<file path="config.mk">
export PLATFORM = sky130hd
export DESIGN_NAME = dmem_arbiter
export DESIGN_NICKNAME = d
export VERILOG_FILES = /design/src/rtl/cpu_mem_pkg.sv /design/src/rtl/dmem_burst_counter.sv /design/src/rtl/dmem_arbiter.sv
export SDC_FILE = /design/constraint.sdc
export NUM_CORES = 1
export LEC_CHECK = 0
export ABC_AREA = 0
export BUFFER_PORTS_ARGS = -buffer_cell sky130_fd_sc_hd__buf_2
export CORE_UTILIZATION = 43
export CTS_BUF_LIST = sky130_fd_sc_hd__clkbuf_4
export DETAILED_ROUTE_END_ITERATION = 8
export PLACE_DENSITY = 0.94
export SKIP_CTS_REPAIR_TIMING = 1
export SYNTH_ARGS = -nofsm -noshare
export SYNTH_HDL_FRONTEND = slang
export SYNTH_SLANG_ARGS = --single-unit
</file>
<file path="constraint.sdc">
create_clock -name clk_i -period 4.5 [get_ports clk_i]
set_input_delay 0.675 -clock clk_i [delete_from_list [all_inputs] [get_ports clk_i]]
set_output_delay 0.675 -clock clk_i [all_outputs]
set_load 0.1 [all_outputs]
</file>
<file path="src/rtl/cpu_mem_pkg.sv">
// Shared types for the data-memory arbiter: bus owner, arbiter state and the
// read-return tag that follows each issued load by one cycle.
package cpu_mem_pkg;

  localparam int DATA_W = 16;

  typedef enum logic {
    OWN_CPU = 1'b0,
    OWN_AES = 1'b1
  } owner_e;

  typedef enum logic {
    ARB_IDLE      = 1'b0,
    ARB_AES_BURST = 1'b1
  } arb_state_e;

  typedef struct packed {
    logic   valid;
    owner_e owner;
    logic   is_last;
  } rd_tag_t;

endpackage

</file>
<file path="src/rtl/dmem_burst_counter.sv">
// Beat counter for locked AES bursts: captures base/len/direction on beat 0,
// produces the wrapped beat address and flags the final beat.
module dmem_burst_counter
  import cpu_mem_pkg::*;
#(
  parameter int AW        = 8,
  parameter int MAX_BURST = 8,
  localparam int LW       = $clog2(MAX_BURST)
) (
  input  logic          clk,
  input  logic          rst,
  input  logic          start,
  input  logic          advance,
  input  logic          active,
  input  logic [AW-1:0] start_addr,
  input  logic [LW-1:0] start_len,
  input  logic          start_we,
  output logic [AW-1:0] addr,
  output logic          last,
  output logic          we
);

  logic [LW-1:0] beat_q;
  logic [LW-1:0] len_q;
  logic [AW-1:0] base_q;
  logic          we_q;

  always_ff @(posedge clk) begin
    if (rst) begin
      beat_q <= '0;
    end else if (start) begin
      beat_q <= LW'(1);
    end else if (advance) begin
      beat_q <= last ? '0 : beat_q + LW'(1);
    end
  end

  always_ff @(posedge clk) begin
    if (start) begin
      base_q <= start_addr;
      len_q  <= start_len;
      we_q   <= start_we;
    end
  end

  // Outside a burst the counter passes beat-0 request fields straight through.
  assign addr = active ? AW'(base_q + AW'(beat_q)) : start_addr;
  assign last = active ? (beat_q == len_q) : (start_len == '0);
  assign we   = active ? we_q : start_we;

endmodule

</file>
<file path="src/rtl/dmem_arbiter.sv">
// Single-port data-memory arbiter between the CPU load/store stage (single
// beats, zero-latency grant) and the AES DMA engine (locked 1..MAX_BURST bursts).
module dmem_arbiter
  import cpu_mem_pkg::*;
#(
  parameter int AW           = 8,
  parameter int MAX_BURST    = 8,
  parameter int STARVE_LIMIT = 4
) (
  input  logic                         clk_i,
  input  logic                         reset_i,
  input  logic                         cpu_v_i,
  input  logic                         cpu_we_i,
  input  logic [AW-1:0]                cpu_addr_i,
  input  logic [DATA_W-1:0]            cpu_wdata_i,
  output logic                         cpu_ready_o,
  output logic                         cpu_rvalid_o,
  output logic [DATA_W-1:0]            cpu_rdata_o,
  input  logic                         aes_v_i,
  input  logic                         aes_we_i,
  input  logic [AW-1:0]                aes_addr_i,
  input  logic [$clog2(MAX_BURST)-1:0] aes_len_i,
  input  logic [DATA_W-1:0]            aes_wdata_i,
  output logic                         aes_ready_o,
  output logic                         aes_rvalid_o,
  output logic [DATA_W-1:0]            aes_rdata_o,
  output logic                         aes_last_o,
  output logic                         mem_en_o,
  output logic                         mem_we_o,
  output logic [AW-1:0]                mem_addr_o,
  output logic [DATA_W-1:0]            mem_wdata_o,
  input  logic [DATA_W-1:0]            mem_rdata_i,
  output logic                         busy_o
);

  localparam int GW = $clog2(STARVE_LIMIT + 1);

  arb_state_e    state_q, state_d;
  logic [GW-1:0] age_q, age_d;
  rd_tag_t       tag_p0, tag_p1;

  logic          cpu_win;
  logic          aes_beat;
  logic          burst_start;
  logic          starved;
  logic [AW-1:0] bc_addr;
  logic          bc_last;
  logic          bc_we;

  function automatic logic [GW-1:0] age_sat_inc(input logic [GW-1:0] a);
    return (a == GW'(STARVE_LIMIT)) ? a : a + GW'(1);
  endfunction

  dmem_burst_counter #(
    .AW        (AW),
    .MAX_BURST (MAX_BURST)
  ) u_burst (
    .clk        (clk_i),
    .rst        (reset_i),
    .start      (burst_start),
    .advance    (aes_beat && (state_q == ARB_AES_BURST)),
    .active     (state_q == ARB_AES_BURST),
    .start_addr (aes_addr_i),
    .start_len  (aes_len_i),
    .start_we   (aes_we_i),
    .addr       (bc_addr),
    .last       (bc_last),
    .we         (bc_we)
  );

  always_ff @(posedge clk_i) begin
    if (reset_i) begin
      state_q <= ARB_IDLE;
      age_q   <= '0;
    end else begin
      state_q <= state_d;
      age_q   <= age_d;
    end
  end

  always_comb begin
    state_d     = state_q;
    age_d       = age_q;
    cpu_win     = 1'b0;
    aes_beat    = 1'b0;
    burst_start = 1'b0;
    starved     = (age_q == GW'(STARVE_LIMIT));
    case (state_q)
      ARB_IDLE: begin
        if (aes_v_i && (!cpu_v_i || starved)) begin
          aes_beat = 1'b1;
          age_d    = '0;
          // A single-beat AES access completes here without locking the bus.
          if (aes_len_i != '0) begin
            burst_start = 1'b1;
            state_d     = ARB_AES_BURST;
          end
        end else if (cpu_v_i) begin
          cpu_win = 1'b1;
          if (aes_v_i) age_d = age_sat_inc(age_q);
        end
      end
      ARB_AES_BURST: begin
        if (aes_v_i) begin
          aes_beat = 1'b1;
          if (bc_last) state_d = ARB_IDLE;
        end
      end
      default: state_d = ARB_IDLE;
    endcase
  end

  // Stage p0: memory command issue; every output is held low during reset.
  always_comb begin
    cpu_ready_o  = 1'b0;
    aes_ready_o  = 1'b0;
    mem_en_o     = 1'b0;
    mem_we_o     = 1'b0;
    mem_addr_o   = '0;
    mem_wdata_o  = '0;
    cpu_rvalid_o = 1'b0;
    cpu_rdata_o  = '0;
    aes_rvalid_o = 1'b0;
    aes_rdata_o  = '0;
    aes_last_o   = 1'b0;
    busy_o       = 1'b0;
    if (!reset_i) begin
      if (cpu_win) begin
        cpu_ready_o = 1'b1;
        mem_en_o    = 1'b1;
        mem_we_o    = cpu_we_i;
        mem_addr_o  = cpu_addr_i;
        mem_wdata_o = cpu_wdata_i;
      end else if (aes_beat) begin
        aes_ready_o = 1'b1;
        mem_en_o    = 1'b1;
        mem_we_o    = bc_we;
        mem_addr_o  = bc_addr;
        mem_wdata_o = aes_wdata_i;
      end
      cpu_rvalid_o = tag_p1.valid && (tag_p1.owner == OWN_CPU);
      aes_rvalid_o = tag_p1.valid && (tag_p1.owner == OWN_AES);
      cpu_rdata_o  = cpu_rvalid_o ? mem_rdata_i : '0;
      aes_rdata_o  = aes_rvalid_o ? mem_rdata_i : '0;
      aes_last_o   = (aes_beat && bc_we && bc_last) || (aes_rvalid_o && tag_p1.is_last);
      busy_o       = (state_q == ARB_AES_BURST);
    end
  end

  always_comb begin
    tag_p0.valid   = mem_en_o && !mem_we_o;
    tag_p0.owner   = aes_beat ? OWN_AES : OWN_CPU;
    tag_p0.is_last = aes_beat && bc_last;
  end

  // Stage p1: read-return tag, aligned with mem_rdata_i.
  always_ff @(posedge clk_i) begin
    if (reset_i) begin
      tag_p1 <= '0;
    end else begin
      tag_p1 <= tag_p0;
    end
  end

endmodule
</file>
# ---- Word level (Yosys, flattened, before mapping)
# Cells that the tools add are included.
dict set report word_totals {
  reg_bits 22
  inputBits 73
  out_inout_bits 64
}
dict set report classes {
  addsub 3
  n_eq_ne 3
  n_mux 46
  bitwise_logic 2
  n_reduce_logical 20
}
# cell count
set op_table {}
lappend op_table {{2-to-1 mux 16 bit} 7}
lappend op_table {{2-to-1 mux 8 bit} 4}
lappend op_table {{2-to-1 mux 1 bit} 28}
lappend op_table {{2-to-1 mux 3 bit} 5}
lappend op_table {{logical AND 1 bit} 9}
lappend op_table {{adder 8 x 3 -> 8 bit} 1}
lappend op_table {{adder 3 x 1 -> 3 bit, second input constant} 2}
lappend op_table {{nonzero test 2 bit} 3}
lappend op_table {{case mux 1 bit (2 select lines)} 2}
lappend op_table {{AND reduction 4 bit} 1}
lappend op_table {{equality test 3 bit} 1}
lappend op_table {{equality test 3 bit, second input constant} 1}
lappend op_table {{logical NOT 3 bit} 1}
lappend op_table {{nonzero test 3 bit} 1}
lappend op_table {{logical NOT 1 bit} 2}
lappend op_table {{logical OR 1 bit} 2}
lappend op_table {{inequality test 2 x 1 -> 1 bit, second input constant} 1}
lappend op_table {{inverter 1 bit} 2}
lappend op_table {{OR reduction 2 bit} 1}

# ---- Longest topological paths before layout
dict set report depth {
  word_depth 10
  mapped_depth 8
  depth_no_buf 7
}

# ---- Cells and area by module
# Synthesis repeated with hierarchy kept, for this count alone.
dict set report unflattened {
  cells_unflattened 199
  hier_area_um2 1824.2
}
# module n_inst cells_each area_per_inst_um2 seq_area_each_um2
set by_module_without_submodules {}
lappend by_module_without_submodules {dmem_burst_counter 1 87 920.9 420.4}
lappend by_module_without_submodules {dmem_arbiter 1 112 903.4 140.1}

# ---- Least setup slack after synthesis
# No wires, ideal clock.
dict set report synth_path {
  path_type {input to output}
  startpoint {in reset_i}
  endpoint {out aes_rdata_o[10]}
  arrival_ps 2915
  required_time_ps 3825
  setup_slack_ps 910
  path_stages 4
  path_buffers 2
  cell_sequence {and3b_1 > clkbuf_1 > clkbuf_1 > and2_1}
}
dict set report synth_between {
  elab_chain_len 1
}
# element line
set synth_rtl {}
lappend synth_rtl {{from (decl)} dmem_arbiter.sv:11} ;# input logic reset_i,
lappend synth_rtl {{2-to-1 mux 16 bit} dmem_arbiter.sv:127} ;# if (!reset_i) begin
lappend synth_rtl {{to (decl)} dmem_arbiter.sv:26} ;# output logic [DATA_W-1:0] aes_rdata_o,
# Every way passes these cells.

# ---- Final worst setup path
dict set report layout_path {
  startpoint {reg state_q}
  endpoint {out mem_addr_o[6]}
}
dict set report layout_between {
  elab_chain_len 5
  word_cells_on_any_way 7
  cone_classes {mux (6); bitwise (1)}
}
# element line
set layout_rtl {}
lappend layout_rtl {{from (decl)} dmem_arbiter.sv:38} ;# arb_state_e state_q, state_d;
lappend layout_rtl {{from (signal assigned)} dmem_arbiter.sv:76} ;# state_q <= state_d;
lappend layout_rtl {{inverter 1 bit} --}
lappend layout_rtl {{case mux 1 bit (2 select lines)} dmem_arbiter.sv:88} ;# case (state_q)
lappend layout_rtl {{2-to-1 mux 8 bit} dmem_arbiter.sv:134} ;# end else if (aes_beat) begin
lappend layout_rtl {{2-to-1 mux 8 bit (*)} dmem_arbiter.sv:128} ;# if (cpu_win) begin
lappend layout_rtl {{2-to-1 mux 8 bit (*)} dmem_arbiter.sv:127}
lappend layout_rtl {{to (decl)} dmem_arbiter.sv:30} ;# output logic [AW-1:0] mem_addr_o,
# Every way passes the cells marked *; elsewhere a longest branch is shown, timed or not.

==> impl_metrics.csv <==
group,metric,value,unit
critical_path,start_kind,"register",
drt,wl_per_cell,13.9,um
power_and_ir_drop,cellLeakagePower,1.24,nW
clock_network,cts_buffers,3,
synthesis,synthFlopType,"edfxtp_1",
die,start_util,45.4,%
place,gp_congestion,0.869,
place,dp_cells,364,
die,core,3720,um^2
synthesis,yosysUniqueCellTypes,43,
timing,fin_skew,3.82,ps
final_layout,nets,401,
synthesis,postSynthAreaPerCell,8.92,um^2
die,fp.dieArea,4180,um^2
clock_network,cts_max_path_buffers,2,
global_routing,grt_pass1_wl,8000,um
drt,drc,0,
critical_path,path_class,"register to output pin",
global_routing,grt_pass1_vias,1775,
drt,routed_wl,5120,um
timing,hold_viol_final,0,
place,dp_hpwl,4090,um
global_routing,grt_max_degree,26,
drt,first_pass_iters,4,
clock_network,cts_num_sinks,22,
power_and_ir_drop,p_per_area,268,nW/um^2
min_path,holdPathStages,2,
critical_path,required,3830,ps
timing,period_share,74.4,%
clock_network,htreeDepth,1,
timing,slew_viol_final,0,
synthesis,synth_edf_count,12,
drt,drt-vias-per-instance,5.19,
synthesis,synth.cell_area,1690,um^2
global_routing,track_usage,24.2,%
final_layout,antennaDiodeCount,0,
synthesis,ys_ff_latch,22,
min_path,hp-class,"register to register",
run_status,status,"finished, final reports clean",
timing,setup_viol,0,
critical_path,cp-end-kind,"output pin",
drt,ant_nets,0,
critical_path,r2r_cells,2,
final_layout,layout-drive-gt1-share,47.2,%
timing,max_freq,0.299,GHz
synthesis,synthCells,189,
synthesis,syn_nets,269,
timing,rsz0062_at_grt,"false",
synthesis,ys_warn_count,0,
global_routing,grt_overflow_total,0,
job,cap_violations,0,
drt,drtIter0Drc,54,
power_and_ir_drop,peakVddDrop,0.216,mV
clock_network,clock-root-buffer,"clkbuf_4",
synthesis,synth_async_sr_flop_share,0,%
synthesis,yosysSeqAreaShare,33.2,%
critical_path,critPathArrivalTime,2670,ps
timing,fin_crit,3350,ps
drt,vias,1910,
final_layout,syn2layout_area_growth,42.6,%
die,std_cell_rows,22,
global_routing,grt_antenna_before_repair,0,
clock_network,cts_tree,"done",
clock_network,clk_pin_slew,120,ps
timing,tns,0,ps
timing,max_slew_margin,25.6,%
place,place.port_buffers,136,
die,io_pins,137,
final_layout,finalNonFillerCells,368,
die,fp.dieW,64.6,um
critical_path,cp_max_fo,23,
die,fp.dieH,64.6,um
clock_network,clk_latency,310,ps
timing,tightest_slew,1110,ps
cells in the final DEF (no fill, tap or decap), types with 2 or more instances in the layout:
master	instances
o21ai_1	10
dfxtp_1	10
clkbuf_4	3
nor3_1	4
nor2_1	5
xor2_1	3
a32oi_1	5
xnor2_1	5
nand3_1	3
a22o_1	18
and2_1	33
inv_2	3
nor2b_1	5
nand2_1	17
edfxtp_1	12
buf_2	136
nand4_1	3
a211oi_1	2
ha_1	6
inv_1	6
nand2b_1	2
a21oi_1	7
o21ai_0	2
cell families after synthesis:
group                      Yosys count  synth area share, %
and+or+nand+nor                     79                 27.0
AOI/OAI and AO/OA                   53                 24.0
DFF                                 22                 33.2
buffers and inverters               19                 5.34
xor gates and xnor gates             8                 4.15
adders and majority gates            7                 5.64
muxes                                1                0.593
worst paths after layout:
kind                               start           endpoint  slack (ps)
worst max-delay path             state_q      mem_addr_o[6]        1150
worst min-delay path            age_q[0]           age_q[0]         490
worst max register to register   state_q  u_burst.base_q[6]        2430
worst min register to register  age_q[0]           age_q[0]         490
worst max-delay path, cell delays in order, from the launching register on:
cell and delay [ps]:
dfxtp_1 680, nor2b_1 150, a211o_4 410, inv_2 300, nand2_1 210, o21ai_1 180
buf_2 440
state kept, by name, indices dropped and copies added (netlist names):
signal / count
age_q: 3
state_q: 1
tag_p1: 3
u_burst.base_q: 8
u_burst.beat_q: 3
u_burst.len_q: 3
u_burst.we_q: 1
synth_stat cells, types with 2 or more instances:
library cell	count	area [um^2]
nand3_1	3	15.0
xnor2_1	5	43.8
o21ai_1	10	50.1
dfxtp_1	10	200
buf_2	3	15.0
edfxtp_1	12	360
nand2b_1	2	12.5
o21ai_0	2	10.0
a21oi_1	7	35.0
and2_1	33	206
xor2_1	3	26.3
buf_4	2	15.0
ha_1	6	75.1
inv_1	6	22.5
nand4_1	3	18.8
nor3_1	4	20.0
nor2_1	5	18.8
clkbuf_1	4	15.0
inv_2	3	11.3
a22o_1	18	158
a211oi_1	2	15.0
nand2_1	17	63.8
nor2b_1	5	31.3
a32oi_1	5	43.8
area by class of cell:
class / instances / area (um^2)
fill: 319 / 1310
multi-input combinational: 148 / 1040
timing repair buffer: 137 / 688
sequential: 22 / 561
tap: 48 / 60.1
inverter: 9 / 33.8
clock buffer: 3 / 22.5
clock inverter: 1 / 3.75
routing by layer:
layer | up-vias | routed length [um] | part of all wire (%) | global-route usage [%]
met3 | 4 | 330 | 6.5 | 5.11
li1 | 944 | - | - | -
met2 | 65 | 2770 | 54 | 47.0
met1 | 897 | 1980 | 39 | 27.0
met4 | 0 | 31 | 0.61 | 3.89
met5 | - | 0 | 0 | 0
power by group:
group          switching [mW]  internal (mW)  total [mW]
Clock                  0.0589         0.0325      0.0913
Sequential            0.00933          0.222       0.231
Combinational           0.252         0.0713       0.323
metrics by stage:
step / setup WS, ps / hold slack (ps) / total power [mW] / area, um^2 / util, %
after floorplan: 910 / 449 / 0.490 / 1690 / -
after global placement: 1340 / 462 / 0.555 / 2380 / 64.0
after detailed placement: 1310 / 470 / 0.559 / 2380 / 64.0
after CTS: 1130 / 487 / 0.649 / 2400 / 64.7
after global routing: 943 / 512 / 0.678 / 2400 / 64.7
final: 1150 / 489 / 0.646 / 2400 / 64.7
Power figures use the tool's default switching activity.
